## src/rtl/i2s_tx.sv

```systemverilog
// I2S / left-justified stereo serial transmitter with a one-frame holding buffer,
// programmable BCK divide, mute sampled at frame start and underrun reporting.
module i2s_tx #(
  parameter int DATA_W  = 24,
  parameter int SLOT_W  = 32,
  parameter int BCK_DIV = 1,
  parameter int FORMAT  = 0
) (
  input  logic              clk,
  input  logic              rst_n,
  input  logic              sample_valid,
  output logic              sample_ready,
  input  logic [DATA_W-1:0] left_data,
  input  logic [DATA_W-1:0] right_data,
  input  logic              mute,
  output logic              underrun,
  output logic              i2s_lrck,
  output logic              i2s_bck,
  output logic              i2s_data
);

  localparam int DIV_W = (BCK_DIV > 1) ? $clog2(BCK_DIV) : 1;
  localparam int CNT_W = $clog2(SLOT_W);
  localparam logic [DIV_W-1:0] DIV_LAST = DIV_W'(BCK_DIV - 1);
  localparam logic [CNT_W-1:0] CNT_LAST = CNT_W'(SLOT_W - 1);

  if (DATA_W < 1 || DATA_W > SLOT_W) begin : g_bad_data_w
    $error("i2s_tx: DATA_W must be in 1..SLOT_W");
  end
  if (SLOT_W < 2 || SLOT_W > 64) begin : g_bad_slot_w
    $error("i2s_tx: SLOT_W must be in 2..64");
  end
  if (BCK_DIV < 1 || BCK_DIV > 255) begin : g_bad_bck_div
    $error("i2s_tx: BCK_DIV must be in 1..255");
  end
  if (FORMAT != 0 && FORMAT != 1) begin : g_bad_format
    $error("i2s_tx: FORMAT must be 0 (I2S) or 1 (left-justified)");
  end
  if (FORMAT == 0 && SLOT_W == DATA_W) begin : g_bad_i2s_slot
    $error("i2s_tx: I2S format needs SLOT_W > DATA_W for the one-bit delay");
  end

  logic [DIV_W-1:0]  div_cnt;
  logic [CNT_W-1:0]  bit_cnt;
  logic              full;
  logic [DATA_W-1:0] buf_l;
  logic [DATA_W-1:0] buf_r;
  logic [DATA_W-1:0] word_r;
  logic [DATA_W-1:0] shreg;

  logic              tick;
  logic              fall;
  logic              slot_end;
  logic              frame_start;
  logic              xfer;
  logic [DATA_W-1:0] load_l;
  logic [DATA_W-1:0] load_r;
  logic [DATA_W-1:0] slot_word;

  always_comb begin
    tick        = (div_cnt == DIV_LAST);
    fall        = tick & i2s_bck;
    slot_end    = (bit_cnt == CNT_LAST);
    frame_start = fall & slot_end & i2s_lrck;
    xfer        = sample_valid & ~full;
    load_l      = (full & ~mute) ? buf_l : '0;
    load_r      = (full & ~mute) ? buf_r : '0;
    // lrck still 1 here means the slot about to start is the left one
    slot_word   = i2s_lrck ? load_l : word_r;
  end

  assign sample_ready = ~full;

  always_ff @(posedge clk or negedge rst_n) begin
    if (!rst_n) begin
      div_cnt <= '0;
      i2s_bck <= 1'b0;
    end else if (tick) begin
      div_cnt <= '0;
      i2s_bck <= ~i2s_bck;
    end else begin
      div_cnt <= div_cnt + 1'b1;
    end
  end

  // The shift register is reloaded at each slot start; after DATA_W shifts it
  // drains to zero, which provides the trailing zero padding of the slot.
  always_ff @(posedge clk or negedge rst_n) begin
    if (!rst_n) begin
      bit_cnt  <= CNT_LAST;
      i2s_lrck <= 1'b1;
      i2s_data <= 1'b0;
      shreg    <= '0;
      word_r   <= '0;
    end else if (fall) begin
      if (slot_end) begin
        bit_cnt  <= '0;
        i2s_lrck <= ~i2s_lrck;
        if (FORMAT == 1) begin
          i2s_data <= slot_word[DATA_W-1];
          shreg    <= slot_word << 1;
        end else begin
          i2s_data <= 1'b0;
          shreg    <= slot_word;
        end
        if (i2s_lrck) begin
          word_r <= load_r;
        end
      end else begin
        bit_cnt  <= bit_cnt + 1'b1;
        i2s_data <= shreg[DATA_W-1];
        shreg    <= shreg << 1;
      end
    end
  end

  always_ff @(posedge clk or negedge rst_n) begin
    if (!rst_n) begin
      full     <= 1'b0;
      buf_l    <= '0;
      buf_r    <= '0;
      underrun <= 1'b0;
    end else begin
      underrun <= frame_start & ~full;
      if (xfer) begin
        full  <= 1'b1;
        buf_l <= left_data;
        buf_r <= right_data;
      end else if (frame_start) begin
        full <= 1'b0;
      end
    end
  end

endmodule
```

## config.mk

```make
export PLATFORM = sky130hd
export DESIGN_NAME = i2s_tx
export DESIGN_NICKNAME = d
export VERILOG_FILES = /design/src/rtl/i2s_tx.sv
export SDC_FILE = /design/constraint.sdc
export NUM_CORES = 1
export LEC_CHECK = 0
export ABC_AREA = 1
export BUFFER_PORTS_ARGS = -buffer_cell sky130_fd_sc_hd__buf_4
export CAP_MARGIN = 20
export CORE_UTILIZATION = 36
export CTS_BUF_LIST = sky130_fd_sc_hd__clkbuf_2 sky130_fd_sc_hd__clkbuf_4 sky130_fd_sc_hd__clkbuf_8
export CTS_CLUSTER_DIAMETER = 50
export DETAILED_ROUTE_END_ITERATION = 6
export PLACE_DENSITY = 0.65
export SLEW_MARGIN = 40
export SYNTH_ARGS = -nofsm -noshare
export SYNTH_HDL_FRONTEND = slang
export SYNTH_SLANG_ARGS = --single-unit
```

## constraint.sdc

```tcl
create_clock -name clk -period 2.93 [get_ports clk]
set_clock_uncertainty 0.1 [all_clocks]
set_input_delay 0.586 -clock clk [delete_from_list [all_inputs] [get_ports clk]]
set_output_delay 0.586 -clock clk [all_outputs]
set_load 0.01 [all_outputs]
```

==> results of run 1 <==
## cell type report
type,instances,area (µm²)
Multi-Input combinational cell,461,1990
Sequential cell,106,2660
Timing Repair Buffer,62,478
Clock buffer,12,159
Inverter,28,108
Clock inverter,4,26.3
Tap cell,176,220
Fill cell,1363,7760
## cells in the mapped netlist (all sizes together)
cell type  number
nand3          75
nor3            1
nand2         276
inv            28
nor2           53
ha              2
o21ai          25
buf            30
a21oi          28
dfstp           6
dfrtp         100
clkbuf         13
and3            1
## state kept, by name, indices dropped and copies added, names as in the netlist, 5 cells and up
register,flops
buf_l,24
shreg,24
buf_r,24
bit_cnt,5
word_r,24
## worst reg2reg max path, stage by stage (launching register included)
cell     delay [ns]
dfstp_2        0.56
ha_1           0.19
and3_1         0.17
ha_1           0.24
nand2_4        0.20
nor2_4         0.53
nand3_1        0.15
o21ai_0        0.12
## cells by family after synthesis
group,after synthesis
buffers and inverters,71
DFF,106
and+or+nand+nor,406
AOI/OAI and AO/OA,53
adders and majority gates,2
## power groups by stage
stage	Clock, W	Sequential (W)	Combinational (W)
after floorplan	0	0.00149	0.0000205
after global placement	0	0.00149	0.000104
after detailed placement	0	0.00149	0.000107
after CTS	0.000895	0.00146	0.000107
after global routing	0.000950	0.00146	0.000118
final	0.000861	0.00146	0.000104
## worst max path at each step
stage	from	endpoint	slack (ns)	depth (start not counted)
2_1_floorplan	bit_cnt[0]$_DFFE_PN1P_	shreg[19]$_DFFE_PN0P_	1.11	10
3_3_place_gp	bit_cnt[0]$_DFFE_PN1P_	word_r[8]$_DFFE_PN0P_	0.74	7
3_5_place_dp	bit_cnt[0]$_DFFE_PN1P_	word_r[0]$_DFFE_PN0P_	0.62	7
4_1_cts	bit_cnt[0]$_DFFE_PN1P_	word_r[0]$_DFFE_PN0P_	0.59	7
5_1_grt	bit_cnt[0]$_DFFE_PN1P_	word_r[0]$_DFFE_PN0P_	0.42	7
6_report	bit_cnt[0]$_DFFE_PN1P_	word_r[0]$_DFFE_PN0P_	0.60	7
## per-layer routing
metal	vias to the layer above	wire [µm]	GRT usage
li1	2052	-	-
met1	1944	5030	0.219
met2	75	5240	0.264
met3	10	464	0.0352
met4	0	147	0.0672
met5	-	0	0
## metrics by stage
| step | cell area (µm²) | std cells | utilization | total power, W |
|---|---|---|---|---|
| 2_1_floorplan | 5010 | 638 | - | 0.00151 |
| 4_1_cts | 5640 | 849 | 0.421 | 0.00246 |
| 3_3_place_gp | 5450 | 833 | 0.407 | 0.00160 |
| 5_1_grt | 5640 | 849 | 0.421 | 0.00253 |
| 6_report | 5640 | 849 | 0.421 | 0.00243 |
| 3_5_place_dp | 5450 | 833 | 0.407 | 0.00160 |
==> impl_results.md, run 1 <==
* Max Root-Sink Buffers at 2
* Gpl congestion at 0.789
* Layout Area Growth over Synthesis at 12.5%
* Clock power frac at 0.355
* LEAKAGE at 2.84 nW
* H-Tree Depth at 3
* Worst reg-to-reg path cell count at 7
* Pwr dens at 431 nW/µm²
* Vias in the first global route at 4055
* DR vias at 4081
* CTS Buf Count at 9
* Hold Slack at 0.126 ns
* Fin nets at 722
* Final wirelength at 10900 µm
* Yosys cell types at 21
* Max cap viols at 0
* Post-Syn Area at 5010 µm²
* Critical path buffer and inverter count at 0
* Vias/cell at 4.81
* Remaining DRCs at 0
* Sequential power share at 0.602
* Worst vdd ir at 0.182 mV
* Data arrival, critical path at 2.52 ns
* Die H at 120 µm
* Psw at 0.000554 W
* Initial antenna violation count at 0
* Register bit total from synthesis at 106
* Largest family of logic cells by synthesized area: simple AND/OR/NAND/NOR gates
* Pint at 0.00187 W
* Final min period at 2.33 ns
* Wire per inst at 12.8 µm
* Share of the synthesized area in the top cell type at 0.500
* Syn_nets at 692
* Synth Warn # at 0
* Fin Setup TNS at 0 ns
* Area leader, netlist: dfrtp_1
* IO Pins at 57
* Pin count of the biggest net entering global routing at 107
* Final Hold Fails at 0
* Critical path, cell by cell: ha_1 > and3_1 > ha_1 > nand2_4 > nor2_4 > nand3_1 > o21ai_0
* Clock Latency Late Sink at 0.38 ns
* CP top delay family: simple AND/OR/NAND/NOR gates
* R2r endpoint: word_r[0]$_DFFE_PN0P_
* RSZ-0062 raised after global routing: false
* Register area share after synthesis at 0.531
* Post-Synth Adder-Cell Area at 0.00500
* Total congestion overflow at 0
* Max Freq at 429 MHz
* Buffers inserted by post-CTS timing repair at 0
* Status: finished, final reports clean
* Final ANT Viol Nets at 0
* Mux cell area share after synthesis at 0
* Initial Util at 0.374
* # port buffers at 56
* Final worst path period share at 0.795
* Critical path's slowest cell: dfstp_2
* Synth Area in Simple Gates at 0.327
* Total track usage at 0.166
* Slew Limit Fails at 0
* Root Driver: clkbuf_8
* Final setup violation count at 0
* Slew @ Worst Pin at 0.769 ns
* Element type at the critical path end: flip-flop
* Die Area at 14400 µm²
* Most frequent cells in the layout: nand2_1 (275), dfrtp_1 (100), nand3_1 (75)
* Layout cells sized above 1 at 0.158
* Final setup margin at 0.601 ns
* Iter 0 DRT Violations at 311
* Synth area leaders: dfrtp_1 (50%), nand2_1 (21%), nand3_1 (7.5%), nor2_1 (3.8%), dfstp_2 (3.1%)
* R2r startpoint: bit_cnt[0]$_DFFE_PN1P_
* Startpoint Class: flip-flop
* Mean post-synth cell area at 7.85 µm²
* Crit-path max cell delay at 0.56 ns
* DP Worst Slack at 0.616 ns
* Most common cell after layout, fill and taps aside: nand2_1
* Worst slew margin at 0.486
* Worst path required time at 3.12 ns
* TritonCTS clock tree: built
* Most used cell, CP: ha_1
* Post-CTS sizing at 0
* CP max FO at 28
* Logic gate share of total power at 0.043
* Hold-fix buffers, CTS at 0
* Setup CP Type: reg2reg
* 1st-pass router iterations at 5
* Sw Share at 0.228
* FP Rows at 42
* R2r setup slk at 0.60 ns
* Compound-Gate Fraction of Synth Area at 0.0642
* DIE WIDTH at 120 µm
* Synthesized instance count at 638
* N_diodes at 0
* Clock sink count at 106
* HP Class: in2async
* Global-route wire length before repair at 18800 µm
* CORE AREA at 13400 µm²
* Hpwl dp at 7020 µm
* XOR/XNOR share of the synthesized area at 0
* Clk slew on worst S/H paths at 0.09 ns
No activity file was read; power rests on OpenSTA's default activity.
==> run 2, diff against run 1 <==
==> constraint.sdc (replaced) <==
create_clock -name clk -period 2.38 [get_ports clk]
set_clock_uncertainty 0.1 [all_clocks]
set_input_delay 0.476 -clock clk [delete_from_list [all_inputs] [get_ports clk]]
set_output_delay 0.476 -clock clk [all_outputs]
set_load 0.01 [all_outputs]
==> run 2 against run 1 <==
Net effect:
- clock power rose by 63%
- utilization rose by 1.0 points
- power rose by 37%
- global-route usage rose by 0.12 points
- setup slack got worse by 0.42 ns
- flip-flop and latch count did not move
- combinational power rose by 29%
- highest routed layer unchanged
==> impl_results.md, run 2 (synthesis results as in run 1) <==
* Crit-path max cell delay at 0.56 ns (about the same)
* Gpl congestion at 0.795 (+0.70%)
* Setup CP Type: reg2reg
* Max Freq at 455 MHz (+6.0%)
* CTS Buf Count at 9 (unchanged)
* Layout cells sized above 1 at 0.165 (+0.00720)
* Final wirelength at 11200 µm (+2.8%)
* TritonCTS clock tree: built
* RSZ-0062 raised after global routing: false
* Root Driver: clkbuf_8
* Total track usage at 0.167 (+0.00115)
* Final setup violation count at 0 (unchanged)
* Initial antenna violation count at 0 (unchanged)
* Final Hold Fails at 0 (unchanged)
* CP max FO at 13 (-54%)
* Most common cell after layout, fill and taps aside: nand2_1
* Critical path's slowest cell: dfstp_2
* Clk slew on worst S/H paths at 0.10 ns (about the same)
* Final worst path period share at 0.923 (+0.128)
* Wire per inst at 13.1 µm (+2.0%)
* Vias in the first global route at 4048 (-0.17%)
* DIE WIDTH at 120 µm (unchanged)
* Worst slew margin at 0.589 (+0.103)
* DP Worst Slack at 0.243 ns (-0.373 ns)
* Worst vdd ir at 0.279 mV (+54%)
* Initial Util at 0.374 (unchanged)
* Final min period at 2.20 ns (-0.132 ns)
* Fin nets at 729 (+0.97%)
* Worst path required time at 2.61 ns (-0.51 ns)
* Data arrival, critical path at 2.42 ns (-0.10 ns)
* Remaining DRCs at 0 (unchanged)
* HP Class: in2reg
* CP top delay family: simple AND/OR/NAND/NOR gates
* Final ANT Viol Nets at 0 (unchanged)
* Slew Limit Fails at 0 (unchanged)
* LEAKAGE at 2.91 nW (+2.2%)
* Critical path buffer and inverter count at 0 (unchanged)
* Iter 0 DRT Violations at 141 (-55%)
* DR vias at 4090 (+0.22%)
* Most used cell, CP: ha_1
* Clock Latency Late Sink at 0.39 ns (about the same)
* Startpoint Class: flip-flop
* FP Rows at 42 (unchanged)
* 1st-pass router iterations at 5 (unchanged)
* Global-route wire length before repair at 19000 µm (+0.66%)
* H-Tree Depth at 3 (unchanged)
* Element type at the critical path end: flip-flop
* Buffers inserted by post-CTS timing repair at 0 (unchanged)
* Layout Area Growth over Synthesis at 15.3%
* Slew @ Worst Pin at 0.615 ns (-0.154 ns)
* IO Pins at 57 (unchanged)
* N_diodes at 0 (unchanged)
* Filler instances at 1356 (-0.51%)
* Max Root-Sink Buffers at 2 (unchanged)
* Storage cell area at 2660 µm² (unchanged)
* Pwr dens at 577 nW/µm² (+34%)
* Vias/cell at 4.78 (-0.60%)
* Clock sink count at 106 (unchanged)
* Max cap viols at 0 (unchanged)
* Area of the multi-input gates at 1990 µm² (+0.32%)
* Hpwl dp at 7490 µm (+6.6%)
* Most frequent cells in the layout: nand2_1 (275), dfrtp_1 (100), nand3_1 (75)
* Status: finished, final reports clean
* CORE AREA at 13400 µm² (unchanged)
* Die H at 120 µm (unchanged)
* # port buffers at 56 (unchanged)
* Die Area at 14400 µm² (unchanged)
* Fin Setup TNS at 0 ns (unchanged)
* Critical path, cell by cell: ha_1 > and3_1 > ha_1 > nand2_4 > nor2_2 > nand3_1 > nand2_1
* Final setup margin at 0.183 ns (-0.418 ns)
* Total congestion overflow at 0 (unchanged)
* Pin count of the biggest net entering global routing at 50 (-53%)
[run 2: layer usage]
layer,up-vias,wire length [µm],track usage
met3,13,347,0.0285
met1,1948,5230,0.214
li1,2064,-,-
met5,-,0,0
met2,65,5430,0.278
met4,0,193,0.0711
[run 2: per-stage QoR]
stage | util | area [µm²] | instances | hold slack, ns | power (W)
after global placement | 0.411 | 5500 | 838 | 0.346 | 0.00197
after floorplan | - | 5010 | 638 | 0.0804 | 0.00186
after detailed placement | 0.411 | 5500 | 838 | 0.360 | 0.00197
final | 0.431 | 5770 | 856 | 0.216 | 0.00333
after global routing | 0.431 | 5770 | 856 | 0.213 | 0.00344
after CTS | 0.430 | 5770 | 855 | 0.198 | 0.00336
[run 2: area by class of cell]
type	instances	area share
Clock inverter	4	0.0169
Inverter	28	0.0186
Sequential cell	106	0.461
Timing Repair Buffer	68	0.0932
Clock buffer	12	0.0275
Tap cell	176	0.0381
Multi-Input combinational cell	462	0.345
[run 2: timing repair]
| action | 4_1_cts | 5_1_grt |
|---|---|---|
| gates resized for setup | 0 | 0 |
| endpoints found under the hold margin | 26 | 0 |
| hold buffers | 1 | 0 |
| endpoints found under the setup margin | 0 | 1 |
[run 2: worst reg2reg max path, stage by stage, from the launching register on]
cell     delay (ns)
dfstp_2        0.56
ha_1           0.18
and3_1         0.16
ha_1           0.27
nand2_4        0.11
nor2_2         0.52
nand3_1        0.15
nand2_1        0.09
[run 2: path summary, 6_finish.rpt]
check                                       start                endpoint  slack [ns]  cells past startpoint
setup / recovery           bit_cnt[0]$_DFFE_PN1P_  word_r[16]$_DFFE_PN0P_        0.18                      7
hold / removal                     right_data[20]   buf_r[20]$_DFFE_PN0P_        0.22                      3
setup reg to reg           bit_cnt[0]$_DFFE_PN1P_  word_r[16]$_DFFE_PN0P_        0.18                      7
hold reg to reg            bit_cnt[4]$_DFFE_PN1P_  bit_cnt[4]$_DFFE_PN1P_        0.38                      2
max in group asynchronous                   rst_n   buf_r[15]$_DFFE_PN0P_        0.99                      3
min in group asynchronous                   rst_n   buf_l[10]$_DFFE_PN0P_        0.48                      2
[run 2: where the power goes]
group	total, W	switching [W]	internal (W)
clock network	0.00140	0.000627	0.000769
registers	0.00180	0	0.00180
logic	0.000134	0.0000726	0.0000609
total	0.00333	0.000700	0.00263
